==> src/rtl/lpf_pkg.sv <==
// lpf_pkg: shared defaults and the level-width helper for the decimating FIFO.
package lpf_pkg;
    localparam int DW_DEF    = 8;
    localparam int DECIM_DEF = 2;
    localparam int DEPTH_DEF = 8;
    function automatic int lvl_w(input int depth);
        return $clog2(depth + 1);
    endfunction
endpackage

==> src/rtl/lpf_decim_fifo_if.sv <==
// lpf_decim_fifo_if: sample input, FWFT output handshake and status of the decimating FIFO.
interface lpf_decim_fifo_if
    import lpf_pkg::*;
#(
    parameter int DW    = DW_DEF,
    parameter int DEPTH = DEPTH_DEF
);
    logic [DW-1:0]           din;
    logic                    din_vld;
    logic [DW-1:0]           dout;
    logic                    dout_vld;
    logic                    dout_rdy;
    logic [lvl_w(DEPTH)-1:0] level;
    logic                    ovf;
    logic                    ovf_clr;
    modport master(output din, din_vld, dout_rdy, ovf_clr, input dout, dout_vld, level, ovf);
    modport slave(input din, din_vld, dout_rdy, ovf_clr, output dout, dout_vld, level, ovf);
endinterface

==> src/rtl/sync_fifo_fwft.sv <==
// sync_fifo_fwft: first-word fall-through FIFO; a push while full is only taken
// when a pop frees the slot in the same cycle.
module sync_fifo_fwft
    import lpf_pkg::*;
#(
    parameter int DW    = DW_DEF,
    parameter int DEPTH = DEPTH_DEF,
    localparam int LW   = lvl_w(DEPTH),
    localparam int AW   = $clog2(DEPTH)
) (
    input  logic          clk,
    input  logic          rst_n,
    input  logic          push,
    input  logic          pop,
    input  logic [DW-1:0] din,
    output logic [DW-1:0] dout,
    output logic          empty,
    output logic          full,
    output logic [LW-1:0] level
);
    logic [DW-1:0] mem [DEPTH];
    logic [AW-1:0] wr_q, wr_d, rd_q, rd_d;
    logic [LW-1:0] lvl_q, lvl_d;
    logic          wr, rd;
    assign wr = push && (!full || pop);
    assign rd = pop && !empty;
    always_comb begin
        wr_d  = wr ? wr_q + 1'b1 : wr_q;
        rd_d  = rd ? rd_q + 1'b1 : rd_q;
        lvl_d = (wr && !rd) ? lvl_q + 1'b1 : (rd && !wr) ? lvl_q - 1'b1 : lvl_q;
    end
    always_ff @(posedge clk or negedge rst_n) begin
        if (!rst_n) begin
            wr_q  <= '0;
            rd_q  <= '0;
            lvl_q <= '0;
        end else begin
            wr_q  <= wr_d;
            rd_q  <= rd_d;
            lvl_q <= lvl_d;
        end
    end
    // Storage is deliberately not reset; the empty mux below hides stale entries.
    always_ff @(posedge clk) begin
        if (wr) mem[wr_q] <= din;
    end
    assign empty = lvl_q == '0;
    assign full  = lvl_q == LW'(DEPTH);
    assign level = lvl_q;
    assign dout  = empty ? '0 : mem[rd_q];
endmodule

==> src/rtl/lpf_decim_fifo.sv <==
// lpf_decim_fifo: keeps every DECIM-th valid LPF sample and buffers it in a FWFT FIFO
// with a sticky overflow flag for samples dropped while full.
module lpf_decim_fifo
    import lpf_pkg::*;
#(
    parameter int DW    = DW_DEF,
    parameter int DECIM = DECIM_DEF,
    parameter int DEPTH = DEPTH_DEF
) (
    input logic              clk,
    input logic              rst_n,
    lpf_decim_fifo_if.slave  bus
);
    localparam int PW = DECIM > 1 ? $clog2(DECIM) : 1;
    logic [PW-1:0] phase_q, phase_d;
    logic          ovf_q, ovf_d;
    logic          last, keep, pop, empty, full;
    assign last = phase_q == PW'(DECIM - 1);
    assign keep = bus.din_vld && last;
    assign pop  = !empty && bus.dout_rdy;
    // Overflow set takes priority over a simultaneous clear.
    always_comb begin
        phase_d = bus.din_vld ? (last ? '0 : phase_q + 1'b1) : phase_q;
        ovf_d   = (keep && full && !pop) || (ovf_q && !bus.ovf_clr);
    end
    always_ff @(posedge clk or negedge rst_n) begin
        if (!rst_n) begin
            phase_q <= '0;
            ovf_q   <= 1'b0;
        end else begin
            phase_q <= phase_d;
            ovf_q   <= ovf_d;
        end
    end
    sync_fifo_fwft #(.DW(DW), .DEPTH(DEPTH)) u_fifo (
        .clk   (clk),
        .rst_n (rst_n),
        .push  (keep),
        .pop   (pop),
        .din   (bus.din),
        .dout  (bus.dout),
        .empty (empty),
        .full  (full),
        .level (bus.level)
    );
    assign bus.dout_vld = !empty;
    assign bus.ovf      = ovf_q;
endmodule

==> src/flat_wrapper.sv <==
// flat-port wrapper written by rule: the top's interface ports become plain ports
module lpf_decim_fifo_flat import lpf_pkg::*;
#(
    parameter int DW    = DW_DEF,
    parameter int DECIM = DECIM_DEF,
    parameter int DEPTH = DEPTH_DEF
)
  (clk, rst_n, bus_din, bus_din_vld, bus_dout_rdy, bus_ovf_clr, bus_dout, bus_dout_vld, bus_level, bus_ovf);
  lpf_decim_fifo_if #(.DW(DW), .DEPTH(DEPTH)) bus_i ();
  input logic clk;
  input logic rst_n;
  input wire logic [$bits(bus_i.din)-1:0] bus_din;
  input wire logic [$bits(bus_i.din_vld)-1:0] bus_din_vld;
  input wire logic [$bits(bus_i.dout_rdy)-1:0] bus_dout_rdy;
  input wire logic [$bits(bus_i.ovf_clr)-1:0] bus_ovf_clr;
  output wire logic [$bits(bus_i.dout)-1:0] bus_dout;
  output wire logic [$bits(bus_i.dout_vld)-1:0] bus_dout_vld;
  output wire logic [$bits(bus_i.level)-1:0] bus_level;
  output wire logic [$bits(bus_i.ovf)-1:0] bus_ovf;
  assign bus_i.din = bus_din;
  assign bus_i.din_vld = bus_din_vld;
  assign bus_i.dout_rdy = bus_dout_rdy;
  assign bus_i.ovf_clr = bus_ovf_clr;
  assign bus_dout = bus_i.dout;
  assign bus_dout_vld = bus_i.dout_vld;
  assign bus_level = bus_i.level;
  assign bus_ovf = bus_i.ovf;
  lpf_decim_fifo #(.DW(DW), .DECIM(DECIM), .DEPTH(DEPTH)) u_core (.clk(clk), .rst_n(rst_n), .bus(bus_i));
endmodule
==> config.mk <==
export PLATFORM = sky130hd
export DESIGN_NAME = lpf_decim_fifo_flat
export DESIGN_NICKNAME = d
export VERILOG_FILES = /design/src/rtl/lpf_pkg.sv /design/src/rtl/lpf_decim_fifo_if.sv /design/src/rtl/sync_fifo_fwft.sv /design/src/rtl/lpf_decim_fifo.sv /design/src/flat_wrapper.sv
export SDC_FILE = /design/constraint.sdc
export NUM_CORES = 1
export LEC_CHECK = 0
export CAP_MARGIN = 20
export CORE_MARGIN = 4
export CORE_UTILIZATION = 51
export DETAILED_ROUTE_END_ITERATION = 10
export PLACE_DENSITY_LB_ADDON = 0.3
export SETUP_SLACK_MARGIN = 0.05
export SLEW_MARGIN = 20
export SYNTH_ARGS = -nofsm -noshare
export SYNTH_HDL_FRONTEND = slang
export SYNTH_SLANG_ARGS = --single-unit
==> constraint.sdc <==
create_clock -name clk -period 2.45 [get_ports clk]
set_input_delay 0.735 -clock clk [delete_from_list [all_inputs] [get_ports clk]]
set_output_delay 0.735 -clock clk [all_outputs]
set_load 0.005 [all_outputs]
==> results of run 1 <==
[logic make-up (layout without fill, tap and decap cells)]
kind of cell	count (synthesis)	count (layout)	synth area share, %
AO/OA/AOI/OAI	18	18	4.48
XOR/XNOR	7	7	1.94
adder cells (fa/ha/maj)	6	6	2.62
buffers and inverters	11	79	2.22
flip-flops	76	76	70.4
multiplexers	20	20	12.8
AND/OR/NAND/NOR	30	30	5.47
[critical path: stages (launching register included)]
cell	delay [ns]
dfrtp_2	0.40
or4_4	0.55
and2_4	0.21
buf_6	0.13
a22o_1	0.20
buf_2	0.12
[state kept, by name, indices dropped and copies added, names as in the netlist]
signal / count
u_core.last: 1
u_core.u_fifo.rd_q: 3
u_core.u_fifo.level: 4
u_core.u_fifo.wr_q: 3
u_core.bus.ovf: 1
u_core.u_fifo.mem: 64
[area by class of cell]
class	instances	area, sq um	area share (%)
clock buffers	13	139	3.51
clock inverters	3	37.5	0.949
repair buffers	60	518	13.1
multi-input cells	81	930	23.5
inverters	3	13.8	0.348
flip-flops and latches	76	2220	56.2
well taps	75	93.8	2.37
[through the flow]
step | setup slack, ns | area, sq um | instances | setup TNS (ns) | hold slack [ns]
3_3_place_gp | -0.311 | 3710 | 287 | -7.89 | 0.501
3_5_place_dp | -0.403 | 3710 | 287 | -9.79 | 0.513
4_1_cts | -0.267 | 3940 | 310 | -2.09 | 0.528
5_1_grt | -0.291 | 3960 | 311 | -2.40 | 0.555
6_report | -0.239 | 3960 | 311 | -1.84 | 0.529
2_1_floorplan | 0.0234 | 3190 | 168 | 0 | 0.439
[layer usage]
metal	up-vias	track usage, %	routed length [um]
li1	806	-	-
met1	916	23.3	2630
met2	48	30.4	3260
met3	6	5.61	323
met4	0	9.35	80
met5	-	0	0
[timing repair]
action / CTS / global route
resized for setup: 44 / 2
setup endpoints to repair: 26 / 12
setup buffers: 7 / 1
pin swaps: 3 / 2
[cell usage after synthesis, types with 2 or more instances]
cell	count
ha_1	5
xor2_1	2
o211ai_1	2
edfxtp_1	64
inv_1	3
nand3_1	4
nand2_1	5
nor3_1	6
mux4_2	16
dfrtp_1	12
nand2b_1	3
a21oi_1	3
xnor2_1	5
nor2_1	3
mux2_1	2
a22o_1	8
or3_1	2
buf_6	3
[power by group through the flow]
stage               clock, mW  combinational [mW]  sequential, mW
finish                  0.881                2.06            1.74
CTS                     0.908                2.04            1.74
detailed placement          0                1.96            1.77
global route            0.965                2.23            1.76
global placement            0                1.86            1.75
floorplan                   0                1.12            1.78
[how the worst max path moves through the flow]
stage | startpoint | end | slack [ns] | cells after the start
2_1_floorplan | u_core.u_fifo.level[2]$_DFFE_PN0P_ | u_core.u_fifo.level[3]$_DFFE_PN0P_ | 0.02 | 9
3_3_place_gp | bus_dout_rdy | u_core.u_fifo.level[3]$_DFFE_PN0P_ | -0.31 | 10
4_1_cts | u_core.u_fifo.level[0]$_DFFE_PN0P_ | bus_dout[3] | -0.27 | 5
3_5_place_dp | bus_dout_rdy | u_core.u_fifo.level[3]$_DFFE_PN0P_ | -0.40 | 11
6_report | u_core.u_fifo.level[2]$_DFFE_PN0P_ | bus_dout[3] | -0.24 | 5
5_1_grt | u_core.u_fifo.level[2]$_DFFE_PN0P_ | bus_dout[1] | -0.29 | 5
==> run metrics, run 1 <==
status complete, but fails checks; failing checks negative setup slack; Synth cell types 38; CTS buffer count 9; reg2reg path depth 10; max-slew violations 0; Total Die Area 7510 sq um; most common cell after layout, fill and taps aside edfxtp_1; DRC viols 0; Power Internal 3.23 mW; Cell Pwr Density 1180 nW/um^2; Power, Total 4.68 mW; grt ovf 0; max_slew headroom 59.5%; Max Clock Freq 372 MHz; clock sink count 76; hold depth 1; crit share post-route 110%; Crit Path Max Fanout 5; min-delay worst type reg -> reg; first-pass GRT wire length 10100 um; hold_buf cts 0; Worst Path Required 1.71 ns; Layout area overhead 25.4%; Port Buf Inserts 26; clock-pin slew on the worst setup and hold paths 0.07 ns; Final ANT Viol Nets 0; CTS Buffer Depth 2; R2R setup slack -0.07 ns; gr usage total 18.9%; ranking of synthesized cells by area edfxtp_1 61%, mux4_2 11%, dfrtp_1 9.5%; wire per inst 20.2 um; number of synthesized flops with an enable pin 64; Slew @ Worst Pin 0.607 ns; clk_skew 0.00606 ns; Core Box Area 5960 sq um; CP Capture Type primary output; Syn Std Cell Area 3150 sq um; total wire length 6300 um; Flop pwr share 37.2%; Die Wd 86.6 um; number of core rows 28; final critical path time including I/O delays and setup 2.69 ns; NumNets Final 250; worst r2r dst u_core.u_fifo.level[3]$_DFFE_PN0P_; Sw Ratio 30.9%; max cap viols 0; Hold EP u_core.last$_DFFE_PN0P_; Post-Syn Instances 168; Worst Setup Start Kind flip-flop; GP Congestion 0.807; root buf cell clkbuf_8; clock power share 18.8%; Die H 86.6 um; largest net degree at the start of global routing 13; initial antenna violation count 0; Core Util, Final 66.4%; RR Startpoint u_core.u_fifo.level[2]$_DFFE_PN0P_; 1st-iter DRT viols 126; Primary FF master, synth edfxtp_1; top-area cell type share of the netlist area 60.9%; sequential cell area fraction in the yosys report 70.4%; crit path kind reg -> out; Pre-antenna DRT Iters 4; unrepaired setup endpoints after global routing true; Worst Hold Launch u_core.last$_DFFE_PN0P_; Post-synth ARST share 15.8%; largest area contributor in the netlist edfxtp_1; CTS tree done; H-tree Lvls 3; Vias/cell 5.71; worst setup margin -0.239 ns; Hold Fails Final Rpt 0; DPL Wire Length 4040 um; Syn Area/Cell 18.8 sq um; Vias 1776; FF+latch count, synth 76; Synth Net Count 187; fillers 425; final setup violation count 10; num ports 27; Leak 1.39 nW; warnings from Yosys 0; Initial Util 53.0%; Ant. Diodes 0; Comb power frac 43.9%; Psw 1.45 mW; crit path DAT 1.95 ns; worst-skew pair later-pin latency 0.34 ns; Max rail drop VDD 0.000632 V; vias in the first global route 1933; share of cells above drive strength 1 36.9%; commonest non-fill, non-tap cells in the layout 64 x edfxtp_1, 27 x buf_4, 17 x clkdlybuf4s50_1
Power figures use the tool's default switching activity.
==> run 2: changes to the inputs <==
- CORE_ASPECT_RATIO: unset -> 1.25
==> run metrics, run 2 (synthesized netlist as in run 1, its figures left out) <==
Sw Ratio 30.3% (-0.64 points); final setup violation count 9 (-1); min-delay worst type reg -> reg; post-route cell area 3960 sq um (+0.13%); Hold Fails Final Rpt 0 (unchanged); clock sink count 76 (unchanged); root buf cell clkbuf_8; Crit Path Max Fanout 7 (+2); Leak 1.39 nW (-0.46%); clock power share 20.9% (+2.1 points); max-slew violations 0 (unchanged); fillers 416 (-2.1%); Initial Util 53.5% (+0.54 points); Total Die Area 7510 sq um (about the same); Power, Total 4.72 mW (+0.80%); hold_buf cts 0 (unchanged); hold slack final 0.526 ns (-0.00319 ns); grt ovf 0 (unchanged); worst-skew pair later-pin latency 0.34 ns (about the same); most common cell after layout, fill and taps aside edfxtp_1; number of core rows 31 (+11%); crit path DAT 1.96 ns (about the same); CTS buffer count 9 (unchanged); Die H 95.9 um (+11%); max cap viols 0 (unchanged); Core Util, Final 67.2% (+0.76 points); CP peak stage delay 0.54 ns (about the same); Port Buf Inserts 26 (unchanged); wire per inst 19.2 um (-4.9%); DRC viols 0 (unchanged); Layout area overhead 25.6%; Vias/cell 5.58 (-2.3%); NumNets Final 245 (-2.0%); first-pass GRT wire length 9780 um (-2.9%); CP Capture Type primary output; failing checks negative setup slack; Core Box Area 5900 sq um (-1.0%); commonest non-fill, non-tap cells in the layout 64 x edfxtp_1, 21 x buf_4, 17 x clkdlybuf4s50_1; gr usage total 18.1% (-0.72 points); Worst Path Required 1.71 ns (about the same); Power Internal 3.29 mW (+1.7%); Worst Setup Start Kind flip-flop; share of cells above drive strength 1 36.4% (-0.50 points); vias in the first global route 1910 (-1.2%); crit share post-route 110% (+0.17 points); Buf/Inv on CP 2 (unchanged); unrepaired setup endpoints after global routing true; Largest delay share family, worst path simple AND/OR/NAND/NOR gates; Psw 1.43 mW (-1.3%); worst setup margin -0.243 ns (-0.00415 ns); DPL Wire Length 3930 um (-2.7%); num ports 27 (unchanged); 1st-iter DRT viols 129 (+2.4%); Vias 1746 (-1.7%); Max rail drop VDD 0.000682 V (+7.9%); Flop pwr share 36.9% (-0.3 points); Largest register FFs 64 (unchanged); CTS tree done; CTS Buffer Depth 2 (unchanged); Max Clock Freq 371 MHz (-0.15%); worst-path cell chain or4_4, and2_4, buf_6, a22o_1, buf_2; Die Wd 78.3 um (-9.6%); status complete, but fails checks; Ant. Diodes 0 (unchanged); total wire length 6020 um (-4.3%); clk_skew 0.00721 ns (+0.00115 ns); max_slew headroom 42.7% (-17 points); GP Congestion 0.752 (-6.9%); Cell Pwr Density 1190 nW/um^2 (+0.67%); crit path kind reg -> out; largest net degree at the start of global routing 19 (+6); final critical path time including I/O delays and setup 2.69 ns (+0.00415 ns); Slew @ Worst Pin 0.856 ns (+0.249 ns); Pre-antenna DRT Iters 4 (unchanged); clock-pin slew on the worst setup and hold paths 0.07 ns (about the same); initial antenna violation count 0 (unchanged); FF/Latch Area 2220 sq um (unchanged); H-tree Lvls 3 (unchanged); Final ANT Viol Nets 0 (unchanged); Multi-input gate area 928 sq um (-0.13%); Post-DP Area 3690 sq um (-0.57%); CP max-delay cell or4_4; Comb power frac 42.2% (-1.7 points); register name with the most flops u_core.u_fifo.mem
[run 2: worst register-to-register path, delay by kind of cell (launching register included)]
kind	cells	cell delay [ns]
compound gates	3	0.62
fa+ha+maj	2	0.43
buf+inv	3	0.33
flops	1	0.40
simple gates	2	0.63
[run 2: cell type report]
type	instances	share of cell area [%]
clock buffers	11	3.32
repair buffers	55	12.2
clock inverters	5	1.93
flip-flops and latches	76	56.2
multi-input cells	81	23.4
inverters	3	0.347
well taps	82	2.59
[run 2: worst paths after layout]
check | start | endpoint | slack [ns] | cells past startpoint
setup reg to reg | u_core.u_fifo.level[2]$_DFFE_PN0P_ | u_core.u_fifo.level[3]$_DFFE_PN0P_ | -0.04 | 10
min in group asynchronous | rst_n | u_core.u_fifo.wr_q[1]$_DFFE_PN0P_ | 0.76 | 1
setup / recovery | u_core.u_fifo.level[2]$_DFFE_PN0P_ | bus_dout[6] | -0.24 | 5
hold / removal | u_core.last$_DFFE_PN0P_ | u_core.last$_DFFE_PN0P_ | 0.53 | 1
hold reg to reg | u_core.last$_DFFE_PN0P_ | u_core.last$_DFFE_PN0P_ | 0.53 | 1
max in group asynchronous | rst_n | u_core.u_fifo.level[0]$_DFFE_PN0P_ | 1.29 | 1
[run 2: power by group through the flow]
stage,logic (mW),clock network [mW],registers [mW]
after floorplan,1.12,0,1.78
after global routing,2.15,1.09,1.76
after detailed placement,1.91,0,1.77
after global placement,1.82,0,1.75
after CTS,1.98,1.01,1.74
final,1.99,0.989,1.74
[run 2: through the flow]
stage / worst slack, ns / setup TNS [ns] / instances
6_report: -0.243 / -1.64 / 313
5_1_grt: -0.308 / -2.34 / 313
4_1_cts: -0.264 / -1.79 / 312
3_5_place_dp: -0.422 / -7.27 / 290
3_3_place_gp: -0.286 / -6.70 / 290
2_1_floorplan: 0.0234 / 0 / 168
[run 2: routing by layer]
metal	vias up	wire length [um]	track usage, %
met5	-	0	0
met3	15	381	5.24
met1	865	2380	21.8
li1	793	-	-
met4	0	124	7.43
met2	73	3140	31.0
[run 2: what timing repair did]
item / CTS / global route
pin swaps: 6 / 1
setup buffers: 6 / 1
gates resized for setup: 42 / 4
setup endpoints to repair: 10 / 13
